## src/rtl/alu_pkg.sv

```systemverilog
// Shared opcode map, FSM state encoding and opcode-class helpers for alu_seq.
package alu_pkg;

    localparam logic [3:0] OP_AND   = 4'b0000;
    localparam logic [3:0] OP_OR    = 4'b0001;
    localparam logic [3:0] OP_ADD   = 4'b0010;
    localparam logic [3:0] OP_MUL   = 4'b0011;
    localparam logic [3:0] OP_MULHU = 4'b0100;
    localparam logic [3:0] OP_SLTU  = 4'b0101;
    localparam logic [3:0] OP_SUB   = 4'b0110;
    localparam logic [3:0] OP_SLT   = 4'b0111;
    localparam logic [3:0] OP_SRL   = 4'b1000;
    localparam logic [3:0] OP_SLL   = 4'b1001;
    localparam logic [3:0] OP_SRA   = 4'b1010;
    localparam logic [3:0] OP_DIVU  = 4'b1011;
    localparam logic [3:0] OP_REMU  = 4'b1100;
    localparam logic [3:0] OP_XOR   = 4'b1101;
    localparam logic [3:0] OP_DIV   = 4'b1110;
    localparam logic [3:0] OP_REM   = 4'b1111;

    localparam logic [1:0] ST_IDLE = 2'd0;
    localparam logic [1:0] ST_BUSY = 2'd1;
    localparam logic [1:0] ST_DONE = 2'd2;

    function automatic logic is_mul(input logic [3:0] op);
        return (op == OP_MUL) || (op == OP_MULHU);
    endfunction

    function automatic logic is_muldiv(input logic [3:0] op);
        return is_mul(op) || (op == OP_DIVU) || (op == OP_REMU) ||
               (op == OP_DIV) || (op == OP_REM);
    endfunction

endpackage

```

## src/rtl/alu_muldiv_iter.sv

```systemverilog
// Iterative unsigned shift-add multiplier / restoring divider, one bit per cycle.
// Signed divide works on magnitudes and fixes signs on the final value.
module alu_muldiv_iter
    import alu_pkg::*;
#(
    parameter int unsigned XLEN = 32
) (
    input  logic            clk,
    input  logic            rst_n,
    input  logic            kill,
    input  logic            start,
    input  logic [3:0]      op,
    input  logic [XLEN-1:0] a,
    input  logic [XLEN-1:0] b,
    output logic            done,
    output logic [XLEN-1:0] result
);

    localparam int unsigned CW = $clog2(XLEN);

    logic              active;
    logic [CW-1:0]     count;
    logic [2*XLEN-1:0] acc;
    logic [2*XLEN-1:0] acc_nxt;
    logic [XLEN-1:0]   m;
    logic [3:0]        op_q;
    logic              neg_q, neg_r, dz;
    logic              signed_op;
    logic [XLEN-1:0]   a_mag, b_mag;
    logic [XLEN:0]     mul_sum;
    logic [XLEN:0]     div_shift;
    logic [XLEN:0]     div_trial;
    logic [XLEN-1:0]   lo, hi;

    // Operand magnitudes for signed divide/remainder; unsigned ops pass through.
    always_comb begin
        signed_op = (op == OP_DIV) || (op == OP_REM);
        a_mag     = (signed_op && a[XLEN-1]) ? -a : a;
        b_mag     = (signed_op && b[XLEN-1]) ? -b : b;
    end

    // One iteration: acc is {hi, lo} = {partial product, multiplier} or {remainder, dividend/quotient}.
    always_comb begin
        mul_sum   = {1'b0, acc[2*XLEN-1:XLEN]} + (acc[0] ? {1'b0, m} : '0);
        div_shift = {acc[2*XLEN-1:XLEN], acc[XLEN-1]};
        div_trial = div_shift - {1'b0, m};
        if (is_mul(op_q)) begin
            acc_nxt = {mul_sum, acc[XLEN-1:1]};
        end else if (div_shift >= {1'b0, m}) begin
            acc_nxt = {div_trial[XLEN-1:0], acc[XLEN-2:0], 1'b1};
        end else begin
            acc_nxt = {div_shift[XLEN-1:0], acc[XLEN-2:0], 1'b0};
        end
    end

    // Final value is taken from the post-iteration state so the top can register it on the last step.
    always_comb begin
        lo   = acc_nxt[XLEN-1:0];
        hi   = acc_nxt[2*XLEN-1:XLEN];
        done = active && (count == CW'(XLEN - 1));
        case (op_q)
            OP_MUL:   result = lo;
            OP_MULHU: result = hi;
            OP_DIVU:  result = lo;
            OP_REMU:  result = hi;
            OP_DIV:   result = dz ? '1 : (neg_q ? -lo : lo);
            OP_REM:   result = neg_r ? -hi : hi;
            default:  result = '0;
        endcase
    end

    // Operand capture on start, then XLEN iterations while active.
    always_ff @(posedge clk) begin
        if (!rst_n) begin
            active <= 1'b0;
            count  <= '0;
            acc    <= '0;
            m      <= '0;
            op_q   <= OP_MUL;
            neg_q  <= 1'b0;
            neg_r  <= 1'b0;
            dz     <= 1'b0;
        end else if (kill) begin
            active <= 1'b0;
            count  <= '0;
        end else if (start) begin
            active <= 1'b1;
            count  <= '0;
            op_q   <= op;
            if (is_mul(op)) begin
                acc <= {{XLEN{1'b0}}, b};
                m   <= a;
            end else begin
                acc <= {{XLEN{1'b0}}, a_mag};
                m   <= b_mag;
            end
            neg_q <= signed_op && (a[XLEN-1] ^ b[XLEN-1]);
            neg_r <= signed_op && a[XLEN-1];
            dz    <= (b == '0);
        end else if (active) begin
            acc   <= acc_nxt;
            count <= count + CW'(1);
            if (done) begin
                active <= 1'b0;
            end
        end
    end

endmodule

```

## src/rtl/alu_seq.sv

```systemverilog
// Handshaked EX-stage ALU: single-cycle logic/arith/shift ops plus optional
// iterative mul/div, with a registered result held until consumed.
module alu_seq
    import alu_pkg::*;
#(
    parameter int unsigned XLEN      = 32,
    parameter bit          MULDIV_EN = 1'b1
) (
    input  logic            clk,
    input  logic            rst_n,
    input  logic            kill,
    input  logic            in_valid,
    output logic            in_ready,
    input  logic [XLEN-1:0] op1,
    input  logic [XLEN-1:0] op2,
    input  logic [3:0]      alu_op,
    output logic            out_valid,
    input  logic            out_ready,
    output logic [XLEN-1:0] result,
    output logic            zero,
    output logic            busy
);

    localparam int unsigned SHW = $clog2(XLEN);

    logic [1:0]      state;
    logic            accept;
    logic            start_md;
    logic            md_done;
    logic [XLEN-1:0] md_result;
    logic [XLEN-1:0] simple_res;
    logic [SHW-1:0]  shamt;

    assign in_ready  = (state == ST_IDLE) || ((state == ST_DONE) && out_ready);
    assign accept    = in_valid && in_ready && !kill;
    assign start_md  = accept && MULDIV_EN && is_muldiv(alu_op);
    assign out_valid = (state == ST_DONE);
    assign busy      = (state == ST_BUSY);

    // Single-cycle datapath; mul/div codes yield 0 here (used directly when the iterative unit is absent).
    always_comb begin
        simple_res = '0;
        shamt      = op2[SHW-1:0];
        case (alu_op)
            OP_AND:   simple_res = op1 & op2;
            OP_OR:    simple_res = op1 | op2;
            OP_ADD:   simple_res = op1 + op2;
            OP_SUB:   simple_res = op1 - op2;
            OP_XOR:   simple_res = op1 ^ op2;
            OP_SLTU:  simple_res = {{(XLEN-1){1'b0}}, (op1 < op2)};
            OP_SLT:   simple_res = {{(XLEN-1){1'b0}}, ($signed(op1) < $signed(op2))};
            OP_SRL:   simple_res = op1 >> shamt;
            OP_SLL:   simple_res = op1 << shamt;
            OP_SRA:   simple_res = $signed(op1) >>> shamt;
            OP_MUL, OP_MULHU, OP_DIVU, OP_REMU, OP_DIV, OP_REM: simple_res = '0;
        endcase
    end

    generate
        if (MULDIV_EN) begin : g_md
            alu_muldiv_iter #(.XLEN(XLEN)) u_iter (
                .clk    (clk),
                .rst_n  (rst_n),
                .kill   (kill),
                .start  (start_md),
                .op     (alu_op),
                .a      (op1),
                .b      (op2),
                .done   (md_done),
                .result (md_result)
            );
        end else begin : g_nomd
            assign md_done   = 1'b0;
            assign md_result = '0;
        end
    endgenerate

    // Control FSM and output register; kill wins over any same-cycle accept.
    always_ff @(posedge clk) begin
        if (!rst_n) begin
            state  <= ST_IDLE;
            result <= '0;
            zero   <= 1'b1;
        end else if (kill) begin
            state <= ST_IDLE;
        end else if (accept) begin
            if (start_md) begin
                state <= ST_BUSY;
            end else begin
                state  <= ST_DONE;
                result <= simple_res;
                zero   <= (simple_res == '0);
            end
        end else begin
            case (state)
                ST_BUSY: begin
                    if (md_done) begin
                        state  <= ST_DONE;
                        result <= md_result;
                        zero   <= (md_result == '0);
                    end
                end
                ST_DONE: begin
                    if (out_ready) begin
                        state <= ST_IDLE;
                    end
                end
                default: state <= ST_IDLE;
            endcase
        end
    end

endmodule

```

## config.mk

```make
export PLATFORM = sky130hd
export DESIGN_NAME = alu_seq
export DESIGN_NICKNAME = d
export VERILOG_FILES = /design/src/rtl/alu_pkg.sv /design/src/rtl/alu_muldiv_iter.sv /design/src/rtl/alu_seq.sv
export SDC_FILE = /design/constraint.sdc
export NUM_CORES = 1
export LEC_CHECK = 0
export ABC_AREA = 1
export ABC_CLOCK_PERIOD_IN_PS = 3600
export CORE_UTILIZATION = 30
export DETAILED_ROUTE_END_ITERATION = 12
export PLACE_DENSITY = 0.45
export SYNTH_ARGS = -nofsm -noshare
export SYNTH_HDL_FRONTEND = slang
export SYNTH_SLANG_ARGS = --single-unit
```

## constraint.sdc

```tcl
create_clock -name clk -period 3.6 [get_ports clk]
set_clock_uncertainty 0.05 [all_clocks]
set_input_delay 0.54 -clock clk [delete_from_list [all_inputs] [get_ports clk]]
set_output_delay 0.54 -clock clk [all_outputs]
set_load 0.05 [all_outputs]
```

Word level (Yosys, flattened, before mapping)
Cells that the tools add are included.

Output and inout bits: 36. Flip-flop bits (word level): 144. Logic and storage cells: 123. Input port bits: 73.

Muxes and demuxes: 30. Add/sub/neg operators: 9. Shift operators: 3. Bitwise logic cells: 6. Equality and inequality tests: 27. Magnitude comparators: 3. Reduce and logical (&&, ||, !) cells: 34.

Operator list (number): 32-bit two-way mux (12); 32-bit case mux with 11 select lines (1); 64-bit two-way mux (4); 32-bit negator (4); 32-bit case mux with 4 select lines (1); 32-bit zero test (3); 32-bit < comparator (2); 32-bit subtractor (2); 4-bit == test, second input constant (12); 32-bit by 32-bit adder with 33-bit output (1); 33-bit by 32-bit >= comparator with 1-bit output (1); 32-bit adder (1); 32-bit AND (1); 32-bit bitwise OR (1); 32-bit by 5-bit left shift with 32-bit output (1); 32-bit by 5-bit >> shifter with 32-bit output (1); 32-bit by 5-bit >>> shifter with 32-bit output (1); 32-bit bitwise XOR (1); 4-bit by 3-bit == test with 1-bit output, second input constant (5); 4-bit by 2-bit == test with 1-bit output, second input constant (3); 1-bit logical AND (8); 1-bit logical OR (8); 2-bit two-way mux (4); 1-bit two-way mux (7); other kinds (19) (27).

Depth between registers and ports, before layout
Gate-level depths: netlist (run 1).

Word-level depth: 11. Gate-level depth with buffers: 34. Mapped depth without buffers: 34.

Hierarchy
From an unflattened synthesis (run 1), not the netlist that was laid out.

Cell total of the unflattened synthesis: 5154. Area total of the unflattened synthesis: 27117.3 um^2.

Modules (own cells, without submodules): alu_muldiv_iter (cells each 2808, instances 1, area an instance 15153.3 um^2, seq. area each 2182.1 um^2); alu_seq (cells each 2346, instances 1, area an instance 11964.0 um^2, seq. area each 700.7 um^2).

Worst setup path before layout (run 1)
Ideal clock, no wire load.

Kind: input -> register. From: input op2[2]. To: register zero. Path slack: -0.357 ns. Data required time: 3.490 ns. Stages: 31. Data arrival time: 3.847 ns. Library setup time: 0.060 ns. Path buffers: 4. Cells stage by stage: clkbuf_1 inv_2 clkbuf_1 buf_1 ha_1 clkbuf_2 inv_1 nand2_1 o21ai_0 nand2_1 nand2_1 nand3_1 nand2_1 a21o_1 nand2_1 nand2_1 a21o_1 nand2_1 nand2_1 nand2_1 nand3_1 nand3_1 nand2_1 nand2_1 nor2_1 nand2_1 nor2_1 nand3_1 nand2_1 nand2_1 nand2_1.

Longest elaborated chain between the ends: 5. Elaborated cells between the ends (all ways): 14. Those cells by class: add/sub: 2; order compare: 2; shift: 3; mux: 3; bitwise: 3; reduce/logical: 1.

RTL lines: start: declaration (line alu_seq.sv:15) `input logic [XLEN-1:0] op2,`; 32-bit subtractor (tied with other cells) (line alu_seq.sv:48) `OP_SUB: simple_res = op1 - op2;`; 32-bit case mux with 11 select lines (*) (line alu_seq.sv:44) `case (alu_op)`; 32-bit zero test (*) (line alu_seq.sv:92) `zero <= (simple_res == '0);`; 1-bit two-way mux (*) (line alu_seq.sv:87) `if (start_md) begin`; 1-bit two-way mux (*) (line alu_seq.sv:86) `end else if (accept) begin`; end signal: assignment (line alu_seq.sv:92); end signal: assignment (line alu_seq.sv:100) `zero <= (md_result == '0);`; end: declaration (line alu_seq.sv:20) `output logic zero,`.

Every way passes the cells marked *; elsewhere a longest branch is shown, timed or not. The select of a mux whose other input is x is not followed. A chain may end at the register's enable or synchronous reset.

Worst setup path in the final report (run 1)
From: register g_md.u_iter.acc[62]. To: register zero.

Longest elaborated chain between the ends: 11. Elaborated cells between the ends (all ways): 15. Those cells by class: add/sub: 4; order compare: 1; mux: 9; reduce/logical: 1.

RTL lines: start: declaration (line alu_muldiv_iter.sv:23) `logic [2*XLEN-1:0] acc;`; start signal: assignment (line alu_muldiv_iter.sv:91) `acc <= {{XLEN{1'b0}}, b};`; start signal: assignment (line alu_muldiv_iter.sv:94) `acc <= {{XLEN{1'b0}}, a_mag};`; start signal: assignment (line alu_muldiv_iter.sv:101) `acc <= acc_nxt;`; 33-bit by 32-bit >= comparator with 1-bit output (line alu_muldiv_iter.sv:49) `end else if (div_shift >= {1'b0, m}) begin`; 64-bit two-way mux (line alu_muldiv_iter.sv:49); 64-bit two-way mux (*) (line alu_muldiv_iter.sv:47) `if (is_mul(op_q)) begin`; 32-bit negator (line alu_muldiv_iter.sv:66) `OP_DIV: result = dz ? '1 : (neg_q ? -lo : lo);`; 32-bit two-way mux (2 in a row) (line alu_muldiv_iter.sv:66); 32-bit case mux with 4 select lines (*) (line alu_muldiv_iter.sv:61) `case (op_q)`; 32-bit zero test (*) (line alu_seq.sv:100); 1-bit two-way mux (*) (line alu_seq.sv:97) `if (md_done) begin`; 1-bit two-way mux (*) (line alu_seq.sv:95) `case (state)`; 1-bit two-way mux (*) (line alu_seq.sv:86).

Marks and branches as above.

==> results of run 1 <==
synth_stat cells (27+ instances only):
cell type	n	area [um2]
a21oi_1	454	2270
a221oi_1	41	359
clkbuf_1	175	657
dfxtp_1	144	2880
ha_1	167	2090
inv_1	594	2230
inv_2	27	101
nand2_1	1250	4690
nand2_2	28	175
nand3_1	343	1720
nand4_1	59	369
nor2_1	360	1350
nor3_1	49	245
o211ai_1	44	330
o21ai_0	402	2010
o21ai_1	32	160
o22ai_1	27	169
xor2_1	54	473
worst min-delay path by stage:
stage,start,end,slack [ps],depth (start not counted)
2_1_floorplan,g_md.u_iter.count[4]$_SDFFE_PP0P_,g_md.u_iter.count[4]$_SDFFE_PP0P_,390,2
3_3_place_gp,result[30]$_SDFFE_PN0P_,result[30]$_SDFFE_PN0P_,410,2
3_5_place_dp,result[1]$_SDFFE_PN0P_,result[1]$_SDFFE_PN0P_,410,2
4_1_cts,result[1]$_SDFFE_PN0P_,result[1]$_SDFFE_PN0P_,420,2
5_1_grt,result[11]$_SDFFE_PN0P_,result[11]$_SDFFE_PN0P_,440,2
6_report,g_md.u_iter.count[4]$_SDFFE_PP0P_,g_md.u_iter.count[4]$_SDFFE_PP0P_,420,2
through the flow:
stage | hold slack, ps | total power, mW | utilization, % | area, um2 | cells
after floorplan | 395 | 4.41 | - | 25300 | 4610
after global placement | 406 | 7.19 | 43.5 | 36300 | 6790
after detailed placement | 409 | 7.18 | 43.5 | 36300 | 6790
after CTS | 418 | 9.46 | 45.9 | 38400 | 6849
after global routing | 440 | 10.4 | 48.2 | 40200 | 6890
final | 415 | 9.87 | 48.2 | 40200 | 6890
sequential cells by signal (all words and copies together) (netlist names):
signal	cells
state	2
g_md.u_iter.op_q	4
g_md.u_iter.neg_q	1
zero	1
g_md.u_iter.dz	1
result	32
g_md.u_iter.m	32
g_md.u_iter.active	1
g_md.u_iter.acc	64
g_md.u_iter.count	5
g_md.u_iter.neg_r	1
logic make-up after synthesis:
family | after synthesis
adders and majority gates | 171
muxes | 15
AOI/OAI and AO/OA | 1146
buffers and inverters | 849
xor gates and xnor gates | 56
DFF | 144
and+or+nand+nor | 2229
per-layer routing:
| layer | share of wire [%] | vias to the layer above | global-route usage [%] | wire length [um] |
|---|---|---|---|---|
| met5 | 0.0086 | - | 0 | 13 |
| met4 | 6.0 | 2 | 17.8 | 9100 |
| met3 | 5.8 | 316 | 3.88 | 8750 |
| met2 | 47 | 1327 | 59.1 | 70800 |
| met1 | 41 | 17100 | 42.5 | 62400 |
| li1 | - | 17600 | - | - |
layout make-up:
type | instances | area, um2
Timing Repair Buffer | 1392 | 11300
Tap cell | 1080 | 1350
Fill cell | 9030 | 43300
Clock buffer | 21 | 460
Clock inverter | 11 | 130
Sequential cell | 144 | 2940
Multi-Input combinational cell | 3617 | 21700
Inverter | 625 | 2360
report_power, final:
part / switching (mW) / leakage, nW / total (mW) / internal [mW]
Sequential: 0.0299 / 1.19 / 1.67 / 1.64
Clock: 0.870 / 0.277 / 1.93 / 1.06
Combinational: 3.66 / 18.5 / 6.27 / 2.61
Total: 4.56 / 20.0 / 9.87 / 5.31
what timing repair did:
| action | 4_1_cts | 5_1_grt |
|---|---|---|
| buffers inserted | 28 | 47 |
| hold endpoints to repair | 0 | 0 |
| endpoints found under the setup margin | 51 | 52 |
| pin swaps | 72 | 133 |
| resized for setup | 312 | 406 |
worst reg2reg max path, stage by stage, from the launching register on:
cell and delay, ps:
dfxtp_1 470, ha_4 260, nand2_2 100, nor2_1 70
nand3_1 80, nor2_2 30, nand2_1 60, nand2_2 80
nor2_8 210, nand3_2 110, o21ai_2 80, ha_2 240
nand3_4 100, nor2_4 160, nand4_1 240, o21ai_2 250
o21ai_1 100, xor2_1 160, a21oi_2 230, nand4_1 150
nor2_1 130, nand2_1 60, nor2_1 80, nand2_1 100
nand2_1 70, nand2_1 40, nand2_1 50
cells in the final DEF (no fill, tap or decap), drive strengths merged, types with 16 or more instances in the layout:
| cell | Yosys | layout |
|---|---|---|
| clkbuf | 176 | 22 |
| nand2 | 1285 | 1285 |
| a221oi | 41 | 41 |
| inv | 621 | 623 |
| o22ai | 27 | 27 |
| xor2 | 54 | 54 |
| o211ai | 44 | 44 |
| o21a | 18 | 18 |
| dfxtp | 144 | 144 |
| nor4 | 21 | 21 |
| nor3 | 50 | 50 |
| nand3 | 362 | 362 |
| o21ai | 438 | 438 |
| o221ai | 22 | 22 |
| a21oi | 460 | 460 |
| ha | 167 | 167 |
| o21bai | 16 | 16 |
| nand4 | 70 | 70 |
| or2 | 27 | 27 |
| nor2 | 394 | 394 |
| buf | 48 | 1288 |
| clkdlybuf4s50 | 0 | 80 |
==> impl_results.md, run 1 <==
* Status: finished with violations
* Violated checks: setup timing
* Number of global-route vias before repair at 35100
* Synth Instances at 4610
* Final hold violations at 0
* Synth cell types at 70
* Slowest Stage Delay on Critical Path at 470 ps
* Post-synthesis adder-cell area fraction at 8.58%
* EDFF count, synth at 0
* Main combinational cell family by area after synthesis: simple AND/OR/NAND/NOR gates
* CP dominant cell by count: nand2_1
* Compound-gate portion of the synthesized area at between 20% and 30%
* Synth Area in Simple Gates at 38.8%
* Bufs and invs on worst path at 0
* Row count at 106
* Nets at 6041
* XOR/XNOR Fraction of Synth Area at 1.94%
* Crit Path Class: register to register
* DR iter-0 viols at 2985
* R2R Path End: zero$_SDFFE_PN1P_
* Arrival time worst endpoint at about 4200 ps
* Final period utilization at 107%
* Total wire length at about 150000 um
* Die width at slightly below 300 um
* Ant diodes at 0
* CP Launch Type: register
* Worst reg2reg path depth at 26
* CTS root buffer: clkbuf_16
* Crit path to: zero$_SDFFE_PN1P_
* CP Capture Type: register
* Vias/cell at 5.29
* # port buffers at ~110
* CTS H-tree depth at 4
* Setup_tns at -507 ps
* Clock Latency Late Sink at 500 ps
* CTS clk-pin slew, worst paths at 70 ps
* Peak supply drop at roughly 410 uV
* Largest net degree at the start of global routing at 70
* First-pass GRT wire length at 221000 um
* Slew @ Worst Pin at roughly 860 ps
* Ratio of cells with drive above 1 in the final layout at 34.2%
* Slowest CP cell: dfxtp_1
* Worst-path fanout max at 5
* Hold Buf Count CTS at 0
* Fraction of registers with async set/reset at 0%
* Reg2reg start: g_md.u_iter.acc[62]$_SDFFE_PN0P_
* HPWL after DPL at 126000 um
* Initial Util at between 30% and 40%
* Fmax at 0.261 GHz
* TritonRoute pass-1 iters at 7
* Die Area at 0.0854 mm2
* Placer Congestion at 1.04
* YS warnings at 0
* Initial antenna violation count at 2
* Setup WS post-layout at -238 ps
* CTS buffer count at 17
* CORE AREA at between 0.08 and 0.09 mm2
* Worst path depth at 26
* Seq/Total Area, Yosys at 11.4%
* Leakage at roughly 20 nW
* CTS tree: yes
* Syn_nets at 4854
* Wire length per cell at 21.9 um
* Worst R2R Setup Slack at -240 ps
* Unrepaired setup endpoints after global routing: true
* Final global-route overflow total at 0
* Top_reg_cell synth: dfxtp_1
* DRC violation count after routing at 0
* Setup WS pre-CTS at -927 ps
* Worst min-delay path class: register to register
* CP startpoint: g_md.u_iter.acc[62]$_SDFFE_PN0P_
* Power per cell area at around 250 mW/mm2
* Max-Cap Viols at 0
* CP Data Required Time at 3970 ps
* Post-synthesis mux area share at 0.594%
* DRT antenna net count at 0
* Total track usage at 34.5%
* Num ports at 109
* Max_slew headroom at 41.8%
* Clock Path Buffers at 2
* Final slew viol count at 0
* Layout area overhead at 59.2%
* CP top delay family: simple AND/OR/NAND/NOR gates
* Final setup fails at 8
* TritonCTS Sinks at 144
* Mapped Area at 0.0253 mm2
* Die Span Y at 292 um
* Via Count at approximately 36000
* Syn_area_per_cell at 5.48 um2
* #FFs+latches synth at 144
* Period minus WS final at ~3800 ps
No activity file was read; power rests on OpenSTA's default activity.
==> run 2: changes to the inputs <==
CORE_UTILIZATION = 58   (was 30)
PLACE_DENSITY = 0.78   (was 0.45)
==> run 2 against run 1 <==
The flow now stops in 5_1_grt. Synthesized area stayed put. Synthesized cell count is the same.
==> impl_results.md, run 2 <==
* Status: stopped before the end
* Stopped at: 5_1_grt
* Stop Error: [ERROR GRT-0116] Global routing finished with congestion. Check the congestion regions in the DRC Viewer.
* Synth cell types at 70 (unchanged)
* Row count at 76 (-28%)
* Clock Path Buffers at 2 (unchanged)
* Placer Congestion at 1.32 (+27%)
* Syn_nets at 4854 (unchanged)
* Number of global-route vias before repair at 41800
* EDFF count, synth at 0 (unchanged)
* Synth Area in Simple Gates at 38.8% (unchanged)
* #FFs+latches synth at 144 (unchanged)
* Largest net degree at the start of global routing at 106
* Post-synthesis mux area share at 0.594% (unchanged)
* Hold Buf Count CTS at 0 (unchanged)
* Total track usage at 72.7%
* Final global-route overflow total at 169
* YS warnings at 0 (unchanged)
* Compound-gate portion of the synthesized area at 25.6% (unchanged)
* Post-synthesis adder-cell area fraction at 8.58% (unchanged)
* CTS H-tree depth at 4 (unchanged)
* XOR/XNOR Fraction of Synth Area at 1.94% (unchanged)
* Area leader, netlist: nand2_1
* First-pass GRT wire length at 249000 um
* Num ports at 109 (unchanged)
* # port buffers at 108 (unchanged)
* Initial Util at 58.7% (+28 points)
* CTS root buffer: clkbuf_16
* TritonCTS Sinks at 144 (unchanged)
* Area share of the largest cell type after synthesis at 18.6% (unchanged)
* Syn_area_per_cell at 5.48 um2 (unchanged)
* Main combinational cell family by area after synthesis: simple AND/OR/NAND/NOR gates
* Seq/Total Area, Yosys at 11.4% (unchanged)
* Fraction of registers with async set/reset at 0% (unchanged)
* Synth top cells by count: 1250 x nand2_1, 594 x inv_1, 454 x a21oi_1
* Count leader, synth: nand2_1
* Synth area leaders: nand2_1 19%, dfxtp_1 11%, a21oi_1 9.0%
* CTS buffer count at 17 (unchanged)
* HPWL after DPL at 101000 um (-19%)
* Die Span Y at 211 um (-28%)
* Mapped Area at 0.0253 mm2 (unchanged)
* Top_reg_cell synth: dfxtp_1
* Setup WS pre-CTS at -559 ps (+368 ps)
* Die width at 211 um (-28%)
* Synth Instances at 4610 (unchanged)
[run 2: per-layer routing]
metal  GRT usage, %  overflow
met5           29.6         0
met4           70.3        70
met2           89.1        92
met1           73.2         5
met3           57.8         2
[run 2: cells by family after synthesis]
group,count (synthesis)
xor+xnor,56
compound gates,1146
fa+ha+maj,171
simple gates,2229
buf+inv,849
mux,15
flops,144
[run 2: repair_timing]
action,in CTS
setup buffers,27
cloned,1
pin swaps,60
setup endpoints to repair,28
gates resized for setup,232
endpoints found under the hold margin,0
[run 2: through the flow]
stage | std cells | cell area [um2] | hold WS, ps | setup TNS (ps)
2_1_floorplan | 4610 | 25300 | 395 | 0
3_3_place_gp | 6040 | 33600 | 405 | -11500
3_5_place_dp | 6040 | 33600 | 408 | -15340
4_1_cts | 6100 | 35400 | 420 | -154
==> run 3: changes to the inputs <==
ABC_CLOCK_PERIOD_IN_PS = 4700   (was 3600)
CORE_UTILIZATION = 40   (was 58)
PLACE_DENSITY = default   (was 0.78)
PLACE_DENSITY_LB_ADDON = 0.15   (was default)
clock period = 4.7 ns   (was 3.6 ns; I/O delays follow)
==> run 3 against run 2 <==
The run now ends clean.
==> impl_results.md, run 3 (synthesis gave the netlist of run 1 again) <==
* Number of global-route vias before repair at 30800
* CP dominant cell by count: nand2_1
* TritonCTS Sinks at 144 (unchanged)
* Fmax at approximately 0.23 GHz
* Peak supply drop at 296 uV
* Clock Latency Late Sink at 480 ps
* CP Data Required Time at 5070 ps
* Via Count at 33200
* Min-Delay Endpoint: result[3]$_SDFFE_PN0P_
* Ratio of cells with drive above 1 in the final layout at between 10 and 15%
* Largest net degree at the start of global routing at roughly 110
* DP Cell Count at 5648 (-6.5%)
* Power per cell area at 209 mW/mm2
* Final setup fails at 0
* Arrival time worst endpoint at just under 5000 ps
* Row count at 91 (+20%)
* Number of standard cells in the final layout excluding fillers at 5689
* Final hold violations at 0
* Leakage at between 10 and 15 nW
* DRC violation count after routing at 0
* Worst reg2reg path depth at 29
* Clock Path Buffers at 2 (unchanged)
* R2R Path End: zero$_SDFFE_PN1P_
* Die width at 253 um (+20%)
* Worst min-delay path class: register to register
* Slowest Stage Delay on Critical Path at 470 ps
* Die Span Y at 253 um (+20%)
* Reg2reg start: g_md.u_iter.acc[59]$_SDFFE_PN0P_
* Number of fillers in the final layout at 6923
* Crit Path Class: register to register
* Slowest CP cell: dfxtp_1
* Final global-route overflow total at 0
* HPWL after DPL at 109000 um (+7.9%)
* Initial antenna violation count at 6
* CTS H-tree depth at 4 (unchanged)
* Worst-path fanout max at 9
* Max-Cap Viols at 0
* # port buffers at 108 (unchanged)
* Slew @ Worst Pin at 1110 ps
* Final slew viol count at 0
* DRT antenna net count at 0
* Hold depth at 2
* Placer Congestion at 1.07 (-19%)
* Max reg flops at 64
* Layout area overhead at 17.2%
* DR iter-0 viols at 4351
* CP Launch Type: register
* CTS clk-pin slew, worst paths at 80 ps
* Setup WS post-layout at about 260 ps
* CTS root buffer: clkbuf_16
* CP Capture Type: register
* Final Power at 6.19 mW
* Period minus WS final at 4440 ps
* CORE AREA at 0.0621 mm2
* Setup WS pre-CTS at 73.7 ps (+633 ps)
* Final Util at 47.8%
* Wire length per cell at 23.4 um
* Nets at 5080
* Die Area at 0.0642 mm2
* Total track usage at 41.0%
* HP Start: result[3]$_SDFFE_PN0P_
* Worst R2R Setup Slack at 260 ps
* CTS buffer count at 17 (unchanged)
* Final period utilization at 94.5%
* First-pass GRT wire length at 196000 um
* Num ports at 109 (unchanged)
* Top reg by flops: g_md.u_iter.acc
* Most common cell after layout, fill and taps aside: nand2_1
* Max_slew headroom at 26.2%
* Top flop regs: g_md.u_iter.acc (64), g_md.u_iter.m (32), result (32)
* TritonRoute pass-1 iters at 8
* CTS tree: yes
* Total wire length at ~130000 um
* Initial Util at 40.7% (-18 points)
* Status: finished, final reports clean
* Setup_tns at 0 ps
* Most frequent cells in the layout: 1247 x nand2_1, 590 x inv_1, 453 x a21oi_1
* Vias/cell at 5.83
==> run 3: repair_timing <==
item	4_1_cts	5_1_grt
gates resized for setup	0	9
hold buffers	0	0
setup endpoints to repair	0	2
setup buffers	0	6
==> run 3: where the power goes <==
group	internal, mW	switching, mW	leakage (nW)
Combinational	1.11	2.35	13.2
Sequential	1.25	0.0239	1.17
Clock	0.805	0.641	0.284
==> run 3: worst max-delay path by stage <==
stage / start / end / slack (ps) / cells past startpoint
finish: g_md.u_iter.acc[59]$_SDFFE_PN0P_ / zero$_SDFFE_PN1P_ / 260 / 29
global route: g_md.u_iter.m[3]$_SDFFE_PN0P_ / zero$_SDFFE_PN1P_ / -20 / 34
CTS: g_md.u_iter.m[29]$_SDFFE_PN0P_ / zero$_SDFFE_PN1P_ / 60 / 29
detailed placement: op2[19] / zero$_SDFFE_PN1P_ / 70 / 23
global placement: op2[19] / zero$_SDFFE_PN1P_ / 40 / 23
floorplan: op2[2] / zero$_SDFFE_PN1P_ / 580 / 31
==> run 3: layout make-up <==
cell class	instances	area, um2	area share (%)
inverter	625	2350	7.92
timing repair buffer	431	3600	12.2
sequential	144	2880	9.73
clock inverter	13	154	0.519
antenna	3	7.51	0.0253
multi-input combinational	3617	19200	64.6
clock buffer	19	443	1.49
tap	837	1050	3.53
==> run 3: worst max-delay path: cells and delay by family (launching register included) <==
kind | cells | cell delay, ps
buffers and inverters | 1 | 60
DFF | 1 | 470
adders and majority gates | 2 | 630
AOI/OAI and AO/OA | 2 | 380
and+or+nand+nor | 24 | 2780
==> run 3: metal layers <==
metal  wire (um)  track usage [%]  vias up
met3       11500             5.71      391
met4       10300             28.0        2
met5          13                0        -
met2       57700             64.3     1817
li1            -                -    15700
met1       53500             51.9    15200
==> run 3: through the flow <==
step | instance area, um2 | hold WS (ps)
after floorplan | 25300 | 395
after global placement | 29000 | 405
after detailed placement | 29000 | 409
after CTS | 29600 | 420
after global routing | 29600 | 439
final | 29600 | 418
